## src/rtl/cpu_types_pkg.sv

```systemverilog
// rtl/cpu_types_pkg.sv - shared cpu/ram types and the arbiter grant record
package cpu_types_pkg;
   localparam int WORD_W = 32;
   localparam int NCPUS  = 2;

   typedef logic [WORD_W-1:0] word_t;

   typedef enum logic [1:0] {FREE, BUSY, ACCESS, ERROR} ramstate_t;

   typedef struct packed {
      logic [$clog2(NCPUS)-1:0] core;
      logic                     is_d;
   } arb_grant_t;
endpackage

```

## src/rtl/rr_picker.sv

```systemverilog
// rtl/rr_picker.sv - first requesting core at or after the round-robin pointer
module rr_picker #(
   parameter int CPUS = 2,
   parameter int CW   = $clog2(CPUS)
) (
   input  logic [CPUS-1:0] req,
   input  logic [CW-1:0]   ptr,
   output logic            valid,
   output logic [CW-1:0]   idx
);
   // Scan from farthest offset to nearest so the core closest to ptr wins last.
   always_comb begin
      int c;
      valid = 1'b0;
      idx   = '0;
      c     = 0;
      for (int i = CPUS - 1; i >= 0; i--) begin
         c = (int'(ptr) + i) % CPUS;
         if (req[c[CW-1:0]]) begin
            valid = 1'b1;
            idx   = c[CW-1:0];
         end
      end
   end
endmodule

```

## src/rtl/mem_bus_arbiter.sv

```systemverilog
// rtl/mem_bus_arbiter.sv - shares one RAM port among per-core icache/dcache requesters
module mem_bus_arbiter
   import cpu_types_pkg::*;
#(
   parameter int CPUS   = NCPUS,
   parameter int ADDR_W = WORD_W
) (
   input  logic              CLK,
   input  logic              nRST,
   input  logic [CPUS-1:0]   iREN,
   input  logic [ADDR_W-1:0] iaddr [CPUS],
   output logic [CPUS-1:0]   iwait,
   output word_t             iload [CPUS],
   input  logic [CPUS-1:0]   dREN,
   input  logic [CPUS-1:0]   dWEN,
   input  logic [ADDR_W-1:0] daddr [CPUS],
   input  word_t             dstore [CPUS],
   output logic [CPUS-1:0]   dwait,
   output word_t             dload [CPUS],
   output logic              ramREN,
   output logic              ramWEN,
   output logic [ADDR_W-1:0] ramaddr,
   output word_t             ramstore,
   input  word_t             ramload,
   input  ramstate_t         ramstate
);
   localparam int CW = $clog2(CPUS);

   typedef enum logic {IDLE, SERVE} state_t;

   state_t          state, state_n;
   arb_grant_t      grant, grant_n;
   logic [CW-1:0]   rr_ptr, rr_ptr_n;
   logic [CPUS-1:0] dreq;
   logic            pick_valid;
   logic [CW-1:0]   pick_idx;
   logic            granted_req;

   assign dreq        = dREN | dWEN;
   assign granted_req = grant.is_d ? dreq[grant.core] : iREN[grant.core];

   rr_picker #(.CPUS(CPUS), .CW(CW)) u_picker (
      .req   (iREN | dreq),
      .ptr   (rr_ptr),
      .valid (pick_valid),
      .idx   (pick_idx)
   );

   always_ff @(posedge CLK or negedge nRST) begin
      if (!nRST) begin
         state  <= IDLE;
         grant  <= '0;
         rr_ptr <= '0;
      end else begin
         state  <= state_n;
         grant  <= grant_n;
         rr_ptr <= rr_ptr_n;
      end
   end

   always_comb begin
      state_n  = state;
      grant_n  = grant;
      rr_ptr_n = rr_ptr;
      iwait    = '1;
      dwait    = '1;
      for (int c = 0; c < CPUS; c++) begin
         iload[c] = '0;
         dload[c] = '0;
      end
      ramREN   = 1'b0;
      ramWEN   = 1'b0;
      ramaddr  = '0;
      ramstore = '0;

      case (state)
         IDLE: begin
            if (pick_valid) begin
               state_n      = SERVE;
               grant_n.core = pick_idx;
               grant_n.is_d = dreq[pick_idx];
            end
         end
         SERVE: begin
            // RAM follows the granted cache's live inputs; a dropped request disables it.
            if (grant.is_d) begin
               ramWEN   = dWEN[grant.core];
               ramREN   = dREN[grant.core] & ~dWEN[grant.core];
               ramaddr  = daddr[grant.core];
               ramstore = dstore[grant.core];
            end else begin
               ramREN   = iREN[grant.core];
               ramaddr  = iaddr[grant.core];
            end

            if (!granted_req) begin
               state_n = IDLE;
            end else if (ramstate == ACCESS) begin
               state_n  = IDLE;
               rr_ptr_n = CW'((int'(grant.core) + 1) % CPUS);
               if (grant.is_d) begin
                  dwait[grant.core] = 1'b0;
                  dload[grant.core] = ramload;
               end else begin
                  iwait[grant.core] = 1'b0;
                  iload[grant.core] = ramload;
               end
            end
         end
         default: state_n = IDLE;
      endcase
   end
endmodule
```

## config.mk

```make
export PLATFORM = sky130hd
export DESIGN_NAME = mem_bus_arbiter
export DESIGN_NICKNAME = d
export VERILOG_FILES = /design/src/rtl/cpu_types_pkg.sv /design/src/rtl/rr_picker.sv /design/src/rtl/mem_bus_arbiter.sv
export SDC_FILE = /design/constraint.sdc
export NUM_CORES = 1
export LEC_CHECK = 0
export BUFFER_PORTS_ARGS = -buffer_cell sky130_fd_sc_hd__buf_2
export CAP_MARGIN = 20
export CORE_AREA = 2 2 169 171
export CTS_CLUSTER_DIAMETER = 60
export DETAILED_ROUTE_END_ITERATION = 12
export DIE_AREA = 0 0 171 173
export SLEW_MARGIN = 20
export SYNTH_ARGS = -nofsm -noshare
export SYNTH_HDL_FRONTEND = slang
export SYNTH_SLANG_ARGS = --single-unit
export TNS_END_PERCENT = 20
```

## constraint.sdc

```tcl
create_clock -name CLK -period 1.5 [get_ports CLK]
set_input_delay 0.075 -clock CLK [delete_from_list [all_inputs] [get_ports CLK]]
set_output_delay 0.075 -clock CLK [all_outputs]
set_load 0.02 [all_outputs]
```

==> flow_summary.ini, run 1 <==
[status]
status = finished, violations left
violations = negative setup slack

[routing]
num_vias = 4268
dr.pass1.iters = 4
routedWlPerCell_um = 14.1
drt_iter0_drc = 101
antenna_left = 0
route.detailed.drc = 0
viasPerCell = 3.73
finalWirelength_mm = 16.1

[floorplan]
die_h_um = 173
io-pin-count = 432
start_util_pct = 9.79
placementRows = 61
die_w_um = 171
fp.dieArea_um2 = 29600
fp.coreArea_um2 = 27600

[setup_path]
path_buf_inv = 2
crit_chain = mux2_4 > and3b_1 > nor2b_4 > buf_12 > and2_1 > buf_2
rr_worst_depth = 4
start_kind = flip-flop
crit_slowest_cell = dfrtp_4
worst-endpoint-arrival_ns = 1.89
crit_path_end_kind = output port
crit_type = reg -> out
critPathMaxStageDelay_ns = 0.49
cp_data_required_time_ns = 1.42
path_max_fanout = 34
reg2reg_slack_ns = -0.06
timing.rr.end = rr_ptr
critPathTopFamily = simple AND/OR/NAND/NOR gates
worstReg2RegStart = grant[1]

[timing]
max_freq_mhz = 510
hold_viol = 0
rsz0062_at_grt = true
min_period_ns = 1.96
hold_ws_ns = 0.215
tns_ns = -63.50
setup_violations = 196
relSlewSlack_pct = 69.8
skew_ns = 0.000617
fin_crit_sh_pct = 131
drv_slew = 0
worst_slew_pin_slew_ns = 0.452
timing.final.ws_setup_ns = -0.461

[grt]
grt_start_max_net_pins = 34
grt_pass1_vias = 4221
grt_usage_pct = 9.73
grt_pass1_wl_mm = 22.6
overflow = 0
antenna_found_initial = 2

[final_layout]
multi_input_area_um2 = 2500
seq_area_um2 = 106
synthToLayoutAreaGrowth_pct = 112
fin_util_pct = 20.8
drive_above_1_share_pct = 69.5
fill_cells = 3085
finish.net_count = 999

[synthesis]
ys_seq_area_share_pct = 3.70
syn_area_um2 = 2710
syn_inst = 343
synth_seq_cells = 4
synth-main-ff-cell = dfrtp_1
synth_common_cells = 129 x and2_1, 41 x nor2_1, 33 x mux2i_1, 32 x and3_1, 32 x mux4_2
synth.largest_area_cell = and2_1
avgSynthCellArea_um2 = 7.89
synth_top_area_share_pct = 29.8
synth_edf_count = 0
yosys_warnings = 0
synthesis.nets = 577
synth.distinct_cells = 30
post_synth_main_area_contributors = and2_1 30%, mux4_2 27%, mux2i_1 12%
synthArstFlopShare_pct = 100
yosysMostFrequentCell = and2_1

[clocking]
clockBufferDepth = 2
postCtsSetupBuffers = 0
root_buffer = clkbuf_16
htreeDepth = 1
insertion_delay_ns = 0.22
clk_pin_slew_ns = 0.03
cts_tree = yes
cts.sinks = 4
cts_buffers = 3

[placed_design]
portBuffers = 431
hpwl_mm = 13.7
gp_congestion = 0.795

[power_and_ir_drop]
vdd_drop_max_uv = 716
p_total_uw = 7390
p_per_area_nw_per_um2 = 1290
p_leak_uw = 0.00331

[run]
maxCapViolations = 0

[min_path]
min_path_type = in -> async
## area by class of cell
type                            count  area share (%)
Multi-Input combinational cell    298            43.5
Sequential cell                     4            1.85
Clock buffer                        3            1.31
Timing Repair Buffer              452            44.6
Antenna cell                        2          0.0871
Tap cell                          378            8.23
Inverter                            6           0.392
## metal layers
layer  track usage (%)  vias to the layer above  part of all wire (%)
met5                 0                        -                 0.050
met2              19.3                      252                    52
met1              10.9                     1972                    38
met4              1.13                        2                  0.56
met3              1.69                        6                   8.6
li1                  -                     2036                     -
## how the worst max path moves through the flow
stage,start,end,slack [ns],cells past startpoint
after detailed placement,grant[1],iload[8],-0.25,6
after CTS,grant[1],iload[53],-0.46,5
final,grant[1],iload[26],-0.46,6
after global routing,grant[1],iload[28],-0.49,6
after global placement,grant[1],iload[40],-0.25,5
after floorplan,grant[1],ramstore[11],-0.03,6
## repair_timing
action | 4_1_cts | 5_1_grt
hold buffers | 1 | 0
gates resized for setup | 48 | 14
pin swaps | 2 | 0
hold endpoints to repair | 4 | 0
endpoints found under the setup margin | 199 | 200
## worst reg2reg max path: stages (launching register included)
cell and delay (ns):
dfrtp_4 0.49, mux2_4 0.31, o21ai_0 0.23, inv_1 0.07, a311o_1 0.32
## report_power, final
group	internal [uW]	switching, uW
Sequential	175	107
Clock	340	67.8
Combinational	2990	3720
Total	3500	3890
## logic make-up after synthesis
group	after synthesis	share of synthesized area [%]
DFF	4	3.70
buffers and inverters	41	7.08
AOI/OAI and AO/OA	16	3.75
and+or+nand+nor	216	46.2
muxes	66	39.3
## registers in the layout, summed over array words and instances, names as in the netlist
name and count:
grant 2, rr_ptr 1, state 1
## cell usage in the layout (no fill, tap or decap), types with 2 or more instances in the layout
cell type,netlist,routed
a21oi_1,4,4
and2_1,129,126
and2_4,0,3
and3_1,32,2
and3_2,0,30
buf_12,0,7
buf_2,6,388
buf_4,4,48
buf_6,2,6
clkbuf_16,0,3
dfrtp_2,0,2
diode_2,0,2
inv_1,6,6
mux2i_1,33,32
mux4_2,32,32
nand2_1,4,3
nor2_1,41,40
nor3_1,2,2
o21ai_0,5,5
o31ai_1,2,2
## metrics by stage
step	area (um^2)	worst slack (ns)	instances
2_1_floorplan	2750	-0.0287	343
3_3_place_gp	5480	-0.248	1137
3_5_place_dp	5480	-0.247	1137
4_1_cts	5700	-0.460	1141
5_1_grt	5740	-0.491	1141
6_report	5750	-0.461	1143
No activity file was read; power rests on OpenSTA's default activity.
==> inputs of run 2 (changes only) <==
Settings changed: CTS_BUF_LIST set to sky130_fd_sc_hd__clkbuf_2 sky130_fd_sc_hd__clkbuf_4 sky130_fd_sc_hd__clkbuf_8.
==> flow_summary.ini, run 2 (synthesis results as in run 1) <==
[setup_path]
cp_data_required_time_ns = 1.42
path_max_fanout = 34
worst-endpoint-arrival_ns = 1.88
worstSetupStartpoint = grant[1]
crit_type = reg -> out
crit_path_end_kind = output port
reg2reg_slack_ns = -0.06
start_kind = flip-flop
worstReg2RegStart = grant[1]
timing.rr.end = rr_ptr
rr_worst_depth = 4
critPathCapture = iload[26]

[routing]
routedWlPerCell_um = 14.1
drt_iter0_drc = 93
num_vias = 4249
dr.pass1.iters = 4
viasPerCell = 3.72
finalWirelength_mm = 16.1
route.detailed.drc = 0
antenna_left = 0

[final_layout]
finish.net_count = 999
final_common_cell = buf_2
largest_reg_flops = 2
fin_cells = 1143
final_cell_mix = 387 x buf_2, 126 x and2_1, 49 x buf_4
fill_cells = 3087
reg_top3 = grant: 2 flops, rr_ptr: 1 flops, state: 1 flops
synthToLayoutAreaGrowth_pct = 111
top_register = grant
drive_above_1_share_pct = 69.5

[status]
status = finished, violations left
violations = negative setup slack

[timing]
skew_ns = 0.000767
max_freq_mhz = 513
relSlewSlack_pct = 69.7
min_period_ns = 1.95
rsz0062_at_grt = true
worst_slew_pin_slew_ns = 0.454
drv_slew = 0
setup_violations = 195
timing.final.ws_setup_ns = -0.451
fin_crit_sh_pct = 130
hold_viol = 0

[placed_design]
dp_worst_setup_slack_ns = -0.247
hpwl_mm = 13.7
portBuffers = 431
dp.cells = 1137
gp_congestion = 0.795

[floorplan]
placementRows = 61
die_h_um = 173
fp.dieArea_um2 = 29600
die_w_um = 171
start_util_pct = 9.79
fp.coreArea_um2 = 27600
io-pin-count = 432

[clocking]
insertion_delay_ns = 0.21
cts.sinks = 4
htreeDepth = 1
root_buffer = clkbuf_8
cts_buffers = 3
cts_tree = yes
clk_pin_slew_ns = 0.03
clockBufferDepth = 2

[grt]
grt_usage_pct = 9.69
grt_pass1_wl_mm = 22.6
overflow = 0
antenna_found_initial = 2
grt_pass1_vias = 4212
grt_start_max_net_pins = 34

[power_and_ir_drop]
p_leak_uw = 0.00330
vdd_drop_max_uv = 481
p_per_area_nw_per_um2 = 1260

[run]
maxCapViolations = 0

[min_path]
min_path_type = in -> async
run 2: cell counts in the layout (fill, tap and decap cells not counted):
No cell type changed its count.
run 2: metrics by stage:
stage	power (uW)	hold WS [ns]	utilization (%)	TNS, ns	area (um^2)
after global routing	7760	0.253	20.7	-73.75	5710
after floorplan	4580	-0.221	-	-2.01	2750
after CTS	7220	0.243	20.5	-63.67	5660
after global placement	6860	-0.117	19.8	-22.00	5480
final	7210	0.223	20.7	-61.17	5710
after detailed placement	6860	-0.114	19.8	-22.77	5480
run 2: critical path: stages, from the launching register on:
cell     delay [ns]
dfrtp_4        0.49
mux2_4         0.31
and3b_1        0.21
nor2b_4        0.14
buf_12         0.15
and2_1         0.18
buf_2          0.15
run 2: power breakdown:
part / internal, uW / switching [uW]
Sequential: 175 / 106
Combinational: 2990 / 3720
Clock: 171 / 50.3
run 2: worst min-delay path by stage:
stage	from	endpoint	slack, ns	depth (start not counted)
CTS	nRST	state	0.24	2
finish	nRST	grant[0]	0.22	2
global placement	nRST	state	-0.12	1
detailed placement	nRST	state	-0.11	1
global route	nRST	grant[0]	0.25	2
floorplan	nRST	grant[0]	-0.22	0
run 2: routing by layer:
| layer | track usage (%) | wire length (um) | share of wire (%) | vias to the layer above |
|---|---|---|---|---|
| li1 | - | - | - | 2036 |
| met1 | 10.9 | 6200 | 38 | 1957 |
| met2 | 19.2 | 8450 | 52 | 248 |
| met3 | 1.63 | 1380 | 8.6 | 6 |
| met4 | 1.13 | 92 | 0.57 | 2 |
| met5 | 0 | 8 | 0.050 | - |
run 2: area by class of cell:
type,instances,area (um^2),area share [%]
multi-input combinational,298,2500,43.8
inverter,6,22.5,0.394
timing repair buffer,452,2560,44.9
sequential,4,106,1.86
clock buffer,3,41.3,0.723
tap,378,473,8.28
antenna,2,5.00,0.0876
run 2: timing repair:
item | in CTS | in global routing
pin swaps | 2 | 0
resized for setup | 48 | 15
endpoints found under the hold margin | 4 | 0
setup buffers | 0 | 0
hold buffers | 1 | 0
setup endpoints to repair | 199 | 200
==> inputs of run 3 (changes only) <==
Settings changed: CELL_PAD_IN_SITES_DETAIL_PLACEMENT set to 0, CELL_PAD_IN_SITES_GLOBAL_PLACEMENT set to 1, PLACE_DENSITY_LB_ADDON set to 0.1.
==> flow_summary.ini, run 3 (synthesis results as in run 1) <==
[routing]
route.detailed.drc = 0
routedWlPerCell_um = 16.5
dr.pass1.iters = 4
viasPerCell = 3.76
drt_iter0_drc = 82
antenna_left = 0
num_vias = 4413
finalWirelength_mm = 19.3

[grt]
grt_start_max_net_pins = 35
grt_usage_pct = 11.7
grt_pass1_vias = 4703
overflow = 0
antenna_found_initial = 2
grt_pass1_wl_mm = 26.9

[setup_path]
worst-endpoint-arrival_ns = 1.91
path_max_fanout = 18
crit_path_end_kind = output port
timing.rr.end = rr_ptr
crit_type = reg -> out
start_kind = flip-flop
reg2reg_slack_ns = -0.09
worstReg2RegStart = grant[1]
cp_data_required_time_ns = 1.42
rr_worst_depth = 4

[power_and_ir_drop]
vdd_drop_max_uv = 518
internal_power_uw = 3990
p_per_area_nw_per_um2 = 1160
p_leak_uw = 0.00367
power_switching_uw = 4100
power.share.clock_pct = 3.2
swShare_pct = 50.7
pwr-share-comb_pct = 93.8
seqPwrFrac_pct = 3.0
p_total_uw = 8100

[timing]
min_period_ns = 1.98
skew_ns = 0.00518
relSlewSlack_pct = 78.8
fin_crit_sh_pct = 132
hold_viol = 0
worst_slew_pin_slew_ns = 0.316
timing.final.ws_setup_ns = -0.483
max_freq_mhz = 504
setup_violations = 196
drv_slew = 0
rsz0062_at_grt = true

[floorplan]
io-pin-count = 432
placementRows = 61
fp.dieArea_um2 = 29600
start_util_pct = 9.79
die_h_um = 173
die_w_um = 171
fp.coreArea_um2 = 27600

[final_layout]
final_common_cell = buf_2
reg_top3 = grant: 2 flops, rr_ptr: 1 flops, state: 1 flops
synthToLayoutAreaGrowth_pct = 158
fin_cells = 1173
largest_reg_flops = 2
top_register = grant
drive_above_1_share_pct = 79.6
final_cell_mix = 299 x buf_2, 122 x buf_6, 75 x and2_4
finish.net_count = 1028

[clocking]
insertion_delay_ns = 0.22
cts_tree = yes
cts_buffers = 3
htreeDepth = 1
root_buffer = clkbuf_8
clk_pin_slew_ns = 0.03
clockBufferDepth = 2
cts.sinks = 4

[status]
violations = negative setup slack
status = finished, violations left

[placed_design]
dp.cells = 1152
hpwl_mm = 15.0
gp_congestion = 0.772
portBuffers = 431

[run]
maxCapViolations = 0

[min_path]
min_path_type = in -> async
-- run 3: changes by cell type in the layout (fill, tap and decap cells not counted), moves of 8 or more --
cell,previous run,this run
buf_12,7,15
and2_1,126,54
buf_2,387,299
buf_4,49,38
buf_6,6,122
and2_4,3,75
-- run 3: power groups by stage --
stage | Clock [uW] | Sequential, uW | Combinational (uW)
floorplan | 0 | 187 | 4390
global placement | 0 | 240 | 6800
detailed placement | 0 | 245 | 6790
CTS | 263 | 246 | 7540
global route | 277 | 258 | 8190
finish | 256 | 247 | 7590
-- run 3: final cells by class --
type,instances,area [um^2]
Antenna cell,2,5.00
Clock buffer,4,48.8
Fill cell,3051,20700
Inverter,6,22.5
Multi-Input combinational cell,298,2710
Sequential cell,4,105
Tap cell,378,473
Timing Repair Buffer,481,3610
-- run 3: how the worst max path moves through the flow --
stage	from	endpoint	slack, ns
4_1_cts	grant[1]	iload[35]	-0.46
5_1_grt	grant[1]	iload[39]	-0.53
6_report	grant[1]	iload[51]	-0.48
2_1_floorplan	grant[1]	ramstore[11]	-0.03
3_3_place_gp	grant[1]	dload[33]	-0.32
3_5_place_dp	grant[1]	dload[33]	-0.32
-- run 3: metrics by stage --
| stage | setup WS (ns) | area (um^2) | hold WS, ns | TNS, ns | util [%] |
|---|---|---|---|---|---|
| floorplan | -0.0287 | 2750 | -0.221 | -2.01 | - |
| global placement | -0.325 | 5590 | -0.111 | -34.03 | 20.2 |
| detailed placement | -0.317 | 5590 | -0.118 | -34.87 | 20.2 |
| CTS | -0.457 | 6710 | 0.227 | -65.42 | 24.3 |
| global route | -0.530 | 6970 | 0.247 | -77.92 | 25.2 |
| finish | -0.483 | 6980 | 0.214 | -63.22 | 25.3 |
-- run 3: worst max-delay path, cell delays in order (launching register included) --
cell     delay (ns)
dfrtp_4        0.49
mux2_4         0.31
and3b_2        0.22
buf_4          0.14
buf_12         0.14
and3_2         0.21
buf_2          0.15
-- run 3: timing repair --
item                       4_1_cts  5_1_grt
gates resized for setup        285       79
buffers inserted                 7        2
gates cloned                     4        2
hold buffers                     1        0
setup endpoints to repair      196      198
hold endpoints to repair         4        0
pin swaps                        8        8
-- run 3: routing by layer --
metal / share of wire [%] / global-route usage, % / vias up
met2: 58 / 25.4 / 237
met5: 0.093 / 0 / -
met4: 0.42 / 1.06 / 2
met1: 34 / 11.2 / 2073
li1: - / - / 2093
met3: 8.3 / 2.49 / 8
